**src/rtl/teclado_debounce_pkg.sv**
```systemverilog
// Shared keypad definitions: key count, debounce FSM state encoding and vector helpers.
package teclado_debounce_pkg;

  localparam int NUM_KEYS = 10;

  typedef enum logic [1:0] {
    IDLE     = 2'd0,
    PRESS_DB = 2'd1,
    PRESSED  = 2'd2,
    REL_DB   = 2'd3
  } teclado_state_t;

  // Clearing the lowest set bit leaves zero only when at most one bit was set.
  function automatic logic is_one_hot(input logic [NUM_KEYS-1:0] v);
    return (v != '0) && ((v & (v - NUM_KEYS'(1))) == '0);
  endfunction

  function automatic logic has_multi(input logic [NUM_KEYS-1:0] v);
    return (v & (v - NUM_KEYS'(1))) != '0;
  endfunction

endpackage

```
**src/rtl/teclado_sync.sv**
```systemverilog
// Parameterized-width two-flop synchronizer with synchronous active-high reset.
module teclado_sync #(
  parameter int DATA_W = 10
) (
  input  logic              clk,
  input  logic              rst,
  input  logic [DATA_W-1:0] d_in,
  output logic [DATA_W-1:0] d_out
);

  logic [DATA_W-1:0] meta_q, meta_d;
  logic [DATA_W-1:0] sync_q, sync_d;

  always_comb begin
    meta_d = d_in;
    sync_d = meta_q;
  end

  always_ff @(posedge clk) begin
    if (rst) begin
      meta_q <= '0;
      sync_q <= '0;
    end else begin
      meta_q <= meta_d;
      sync_q <= sync_d;
    end
  end

  assign d_out = sync_q;

endmodule

```
**src/rtl/teclado_debounce.sv**
```systemverilog
// Keypad front end: synchronize, debounce single-key presses, emit one-hot key and strobe.
// Optional auto-repeat of key_strobe while a key is held: define TECLADO_REPEAT_EN.
module teclado_debounce
  import teclado_debounce_pkg::*;
#(
  parameter int DEBOUNCE_CYCLES = 20,
  parameter int REPEAT_DELAY    = 500,
  parameter int REPEAT_PERIOD   = 100
) (
  input  logic                clk,
  input  logic                rst,
  input  logic [NUM_KEYS-1:0] raw_keys,
  output logic [NUM_KEYS-1:0] key_out,
  output logic                key_strobe,
  output logic                key_held,
  output logic                multi_key
);

  localparam int CNT_W = $clog2(DEBOUNCE_CYCLES);
  localparam logic [CNT_W-1:0] CNT_LAST = CNT_W'(DEBOUNCE_CYCLES - 1);

  if (DEBOUNCE_CYCLES < 2 || REPEAT_DELAY < 2 || REPEAT_PERIOD < 2) begin : g_param_check
    $error("teclado_debounce: DEBOUNCE_CYCLES, REPEAT_DELAY and REPEAT_PERIOD must be >= 2");
  end

  logic [NUM_KEYS-1:0] sync;

  teclado_sync #(
    .DATA_W(NUM_KEYS)
  ) u_sync (
    .clk  (clk),
    .rst  (rst),
    .d_in (raw_keys),
    .d_out(sync)
  );

  teclado_state_t      state_q, state_d;
  logic [CNT_W-1:0]    cnt_q, cnt_d;
  logic [NUM_KEYS-1:0] cand_q, cand_d;
  logic [NUM_KEYS-1:0] key_q, key_d;
  logic                strobe_q, strobe_d;
  logic                multi_q, multi_d;
  logic                accept;
  logic                rep_fire;

  always_comb begin
    state_d = state_q;
    cnt_d   = cnt_q;
    cand_d  = cand_q;
    key_d   = key_q;
    accept  = 1'b0;
    case (state_q)
      IDLE: begin
        if (is_one_hot(sync)) begin
          cand_d  = sync;
          cnt_d   = '0;
          state_d = PRESS_DB;
        end
      end
      PRESS_DB: begin
        if (sync != cand_q) begin
          cnt_d   = '0;
          state_d = IDLE;
        end else if (cnt_q == CNT_LAST) begin
          key_d   = cand_q;
          accept  = 1'b1;
          state_d = PRESSED;
        end else begin
          cnt_d = cnt_q + CNT_W'(1);
        end
      end
      PRESSED: begin
        if (sync != cand_q) begin
          cnt_d   = '0;
          state_d = REL_DB;
        end
      end
      REL_DB: begin
        if (sync == cand_q) begin
          state_d = PRESSED;
        end else if (cnt_q == CNT_LAST) begin
          key_d   = '0;
          cnt_d   = '0;
          state_d = IDLE;
        end else begin
          cnt_d = cnt_q + CNT_W'(1);
        end
      end
      default: state_d = IDLE;
    endcase
    strobe_d = accept | rep_fire;
    multi_d  = has_multi(sync);
  end

`ifdef TECLADO_REPEAT_EN
  localparam int REP_MAX = (REPEAT_DELAY > REPEAT_PERIOD) ? REPEAT_DELAY : REPEAT_PERIOD;
  localparam int REP_W   = $clog2(REP_MAX);

  logic [REP_W-1:0] rep_cnt_q, rep_cnt_d;
  logic             rep_first_q, rep_first_d;
  logic [REP_W-1:0] rep_last;

  // Counter idles at zero outside a steady PRESSED, so every entry restarts the initial delay.
  always_comb begin
    rep_cnt_d   = '0;
    rep_first_d = 1'b1;
    rep_fire    = 1'b0;
    rep_last    = rep_first_q ? REP_W'(REPEAT_DELAY - 1) : REP_W'(REPEAT_PERIOD - 1);
    if (state_q == PRESSED && sync == cand_q) begin
      rep_first_d = rep_first_q;
      if (rep_cnt_q == rep_last) begin
        rep_fire    = 1'b1;
        rep_first_d = 1'b0;
      end else begin
        rep_cnt_d = rep_cnt_q + REP_W'(1);
      end
    end
  end

  always_ff @(posedge clk) begin
    if (rst) begin
      rep_cnt_q   <= '0;
      rep_first_q <= 1'b1;
    end else begin
      rep_cnt_q   <= rep_cnt_d;
      rep_first_q <= rep_first_d;
    end
  end
`else
  assign rep_fire = 1'b0;
`endif

  always_ff @(posedge clk) begin
    if (rst) begin
      state_q  <= IDLE;
      cnt_q    <= '0;
      cand_q   <= '0;
      key_q    <= '0;
      strobe_q <= 1'b0;
      multi_q  <= 1'b0;
    end else begin
      state_q  <= state_d;
      cnt_q    <= cnt_d;
      cand_q   <= cand_d;
      key_q    <= key_d;
      strobe_q <= strobe_d;
      multi_q  <= multi_d;
    end
  end

  // Output register stage: every port is a flop, one cycle behind the FSM decision.
  logic [NUM_KEYS-1:0] key_out_q, key_out_d;
  logic                key_strobe_q, key_strobe_d;
  logic                key_held_q, key_held_d;
  logic                multi_key_q, multi_key_d;

  always_comb begin
    key_out_d    = key_q;
    key_strobe_d = strobe_q;
    key_held_d   = (state_q == PRESSED) || (state_q == REL_DB);
    multi_key_d  = multi_q;
  end

  always_ff @(posedge clk) begin
    if (rst) begin
      key_out_q    <= '0;
      key_strobe_q <= 1'b0;
      key_held_q   <= 1'b0;
      multi_key_q  <= 1'b0;
    end else begin
      key_out_q    <= key_out_d;
      key_strobe_q <= key_strobe_d;
      key_held_q   <= key_held_d;
      multi_key_q  <= multi_key_d;
    end
  end

  assign key_out    = key_out_q;
  assign key_strobe = key_strobe_q;
  assign key_held   = key_held_q;
  assign multi_key  = multi_key_q;

endmodule

```
**config.mk**
```make
export PLATFORM = sky130hd
export DESIGN_NAME = teclado_debounce
export DESIGN_NICKNAME = d
export VERILOG_FILES = /design/src/rtl/teclado_debounce_pkg.sv /design/src/rtl/teclado_sync.sv /design/src/rtl/teclado_debounce.sv
export SDC_FILE = /design/constraint.sdc
export NUM_CORES = 1
export LEC_CHECK = 0
export ABC_AREA = 1
export CORE_ASPECT_RATIO = 0.6
export CORE_MARGIN = 2
export CORE_UTILIZATION = 59
export CTS_CLUSTER_DIAMETER = 120
export CTS_CLUSTER_SIZE = 28
export DETAILED_ROUTE_END_ITERATION = 12
export PLACE_DENSITY_LB_ADDON = 0.3
export SLEW_MARGIN = 5
export SYNTH_ARGS = -nofsm -noshare
export SYNTH_HDL_FRONTEND = slang
export SYNTH_SLANG_ARGS = --single-unit
```
**constraint.sdc**
```tcl
create_clock -name clk -period 4.8 [get_ports clk]
set_clock_uncertainty 0.1 [all_clocks]
set_input_delay 0.96 -clock clk [delete_from_list [all_inputs] [get_ports clk]]
set_output_delay 0.96 -clock clk [all_outputs]
set_load 0.1 [all_outputs]
```
==> results list <==
- After global routing the overflow that remains totals 0.
- Main combinational cell family by area after synthesis: simple AND/OR/NAND/NOR gates
- Final hold vios: 0
- The path class of the tightest hold or removal check is register to register.
* Met3 Usage GRT: 11.9%
* Bufs on Longest Clock Path: 2
- Setup-failing EPs final: 0
* Data required time at the worst endpoint: 3740 ps
- TritonCTS built the clock tree.
- On the worst path, the slowest cell contributes a delay of 1130 ps.
- For this design the ratio of total power to cell area is 407 nW/um2.
- Multiplexer fraction of the synthesized cell area: 0%
- The tool flagged a number of max-cap violations equal to 0.
- In this run, the number of DRC markers left after iteration 0 of detailed routing was 221.
- Fraction of post-synthesis cell area in the top cell type by area: 48.5%
* Status: finished clean
- Of the available clock period, the critical path in the final layout requires 59.3%.
- Buffer cell driving the clock tree root: clkbuf_8
* Standard-cell rows: 18
* Number of diodes: 0
- The worst path needs 2840 ps of the cycle, external delays included.
* Sinks on Clock Net: 62
- Net count after synthesis: 351
- The net count of the finished layout is 377.
- HPWL after detailed placement: about 3300 um
* Die span in y: 55.0 um
- CP bufs+invs: 1
* Highest achievable clock rate: about 350 MHz
- Die area: 4900 um2
* Actual transition at the worst max-transition pin: approximately 970 ps
- Entering global routing, the biggest net connects 39 pins.
- Die extent in x: between 80 and 90 um
* Worst setup SP type: register
- Length of the first detailed-routing pass in iterations: 4
* Cell leakage power: ~1.3 nW
- Sequential elements use 48.5% of the synthesized area.
- Global Route met1 Usage: 28.0%
* Post-Synthesis Cell Area: 2560 um2
- Number of port buffers: 24
* Compound-Gate Fraction of Synth Area: 12.1%
- Total routing usage reported by global routing: 22.0%
- The synthesized netlist devotes less than 1% of its cell area to XOR and XNOR gates.
- In this run, synthesis inferred 0 flip-flops with an integrated enable.
* Layout Area Growth over Synthesis: 16.7%
- Number of vias per cell after detailed routing: 4.79
* Maximum fanout encountered on the critical timing path: 1
* Dpl cells: a little over 400
- After technology mapping, the gate count stands at 338.
* Worst slack, placed: 1840 ps
- Core region area: between 4000 and 5000 um2
* Master of the slowest instance on the critical path: clkdlybuf4s50_1
- Fraction of the mapped netlist area in adder cells: 0.489%
- Synthesized area per cell: 7.58 um2
* Max-slew violation count: 0
* Yosys top cell by area: dfxtp_1
* Final sum of negative setup slack: 0 ps
- The design draws 1.22 mW.
* Top cells by area, synth: dfxtp_1 48%, nand2_1 10%, inv_1 8.8%
* Top FF cell, synth: dfxtp_1
- Number of post-CTS setup repair buffers: 0
- Antenna violations before repair: 0
- ANT nets after route: 0
- The finished layout holds roughly 430 standard cells, fillers aside.
- IR analysis of the VDD net gives a maximum drop of 287 uV.
* Final weighted congestion in routability-driven placement: 0.875
- The final layout contains routed wiring with a total length of 4650 um.
* Count of H-tree levels built during CTS: 3
* Worst skew pair latency: 340 ps
- The signal on the critical path passes through clkdlybuf4s50_1.
- Async set or reset register ratio after synthesis: 0%
* Synthesized-area fraction occupied by and/or/nand/nor cells: a little over a quarter
- In this run, distinct cell masters in the synthesized netlist total 29.
- After clock tree synthesis, the clock-pin slew on the worst setup and hold paths is 70 ps.
- Worst Path Arrival: roughly 1800 ps
- Critical path start-end classification: register to output pin
- In this run, post-CTS hold repair placed 0 buffers.
- Max-slew headroom: 35.1%
* First-pass GRT wire length: between 7000 and 8000 um
- Worst hold margin: 300 ps
- By instance count, the leading cell after synthesis is nand2_1.
- Of the cells placed in the final design, the portion with a size suffix greater than 1 is 13.6%.
* Number of gates given a new drive strength after cts: 0
- The detailed router placed around 2000 vias in this run.
- Counting flops and latches in the post-synthesis netlist gives 62.
* Number of warnings printed during yosys synthesis: 0
- Number of buffers added by the clock tree synthesis step: 9
- Ranked by instance count, the synthesized netlist is headed by 71 x nand2_1, 62 x dfxtp_1, 60 x inv_1.
* Remaining routing DRC violations: 0
- For met2 alone, demand over resource in global routing was about a third.
- Setup repair after global routing missed its margin: no
* Vias in the first global route: 1755
- Final critical-path setup slack: 1960 ps
- Number of primary I/O pins: 25
- The worst setup path is captured at an output pin.
- met2 is the most crowded layer.
* Detailed-route wire length per cell: between 10 and 15 um
- Kind of cell with the highest combined delay on the critical path: buffers and inverters
* Effective utilization at floorplan: 61.8%
## layout by cell type (no fill, tap or decap)
| master | instances |
|---|---|
| clkinv_2 | 4 |
| o21ai_1 | 9 |
| nor2_1 | 51 |
| nand3_1 | 6 |
| nand2_2 | 2 |
| a21oi_1 | 16 |
| a21oi_2 | 1 |
| nand2_1 | 71 |
| nor3_2 | 1 |
| nor3_1 | 1 |
| inv_2 | 7 |
| ha_1 | 1 |
| buf_4 | 1 |
| clkbuf_1 | 1 |
| nor2_2 | 6 |
| xor2_1 | 2 |
| nand2_4 | 1 |
| nand4_1 | 7 |
| o21ai_0 | 6 |
| nand3_2 | 3 |
| clkbuf_8 | 9 |
| clkinvlp_4 | 1 |
| o2111ai_1 | 1 |
| dfxtp_1 | 62 |
| o31ai_2 | 10 |
| clkdlybuf4s50_1 | 24 |
| inv_1 | 60 |
| nand3_4 | 1 |
| o211ai_2 | 1 |
| nor2_4 | 2 |
## kinds of logic (layout without fill, tap and decap cells)
logic type / count (synthesis) / count (layout)
AND/OR/NAND/NOR: 152 / 152
buffers and inverters: 77 / 107
flip-flops: 62 / 62
AO/OA/AOI/OAI: 44 / 44
XOR/XNOR: 2 / 2
adder cells (fa/ha/maj): 1 / 1
## path summary, 6_finish.rpt
kind / startpoint / end / slack [ps] / depth (start not counted)
worst max register to register: u_sync.d_out[0]$_SDFF_PP0_ / cand_q[4]$_SDFFE_PP0P_ / 2500 / 8
worst min register to register: key_strobe_d$_SDFF_PP0_ / key_strobe$_SDFF_PP0_ / 300 / 2
worst max-delay path: key_out[7]$_SDFF_PP0_ / key_out[7] / 1960 / 1
worst min-delay path: key_strobe_d$_SDFF_PP0_ / key_strobe$_SDFF_PP0_ / 300 / 2
## area by class of cell
class / count / area [um2]
Clock buffer: 10 / 128
Clock inverter: 5 / 27.5
Fill cell: 353 / 1150
Inverter: 67 / 251
Multi-Input combinational cell: 199 / 1020
Sequential cell: 62 / 1240
Tap cell: 60 / 75.1
Timing Repair Buffer: 25 / 248
## worst register-to-register path, cell delays in order (launching register included)
cell and delay, ps:
dfxtp_1 360, nor2_2 170, nand3_1 110, nor2_1 140, nor2_1 90, nor2_4 130
nand4_1 600, o21ai_0 400, a21oi_1 60
## layer usage
| layer | routed length, um | part of all wire [%] |
|---|---|---|
| met4 | 25 | 0.54 |
| met5 | 0 | 0 |
| met1 | 2240 | 48 |
| met3 | 478 | 10 |
| met2 | 1900 | 41 |
## report_power, final
group          leakage (nW)  switching, mW  internal (mW)
Clock                0.0817          0.192          0.180
Sequential            0.507         0.0310          0.555
Combinational         0.724          0.178         0.0793
## through the flow
step	utilization (%)	cell area [um2]
global route	72.1	2990
floorplan	-	2560
CTS	72.1	2990
finish	72.1	2990
global placement	68.4	2830
detailed placement	68.4	2830
## registers in the layout (all words and copies together), names as in the netlist, named ones only
name and count:
key_strobe 1, u_sync.meta_q 10, key_strobe_d 1, multi_key 1, key_out 10, cand_q 10
u_sync.d_out 10, cnt_q 5, multi_key_d 1, key_out_d 10, state_q 1, key_held 1
(Power assumes the default switching activity.)
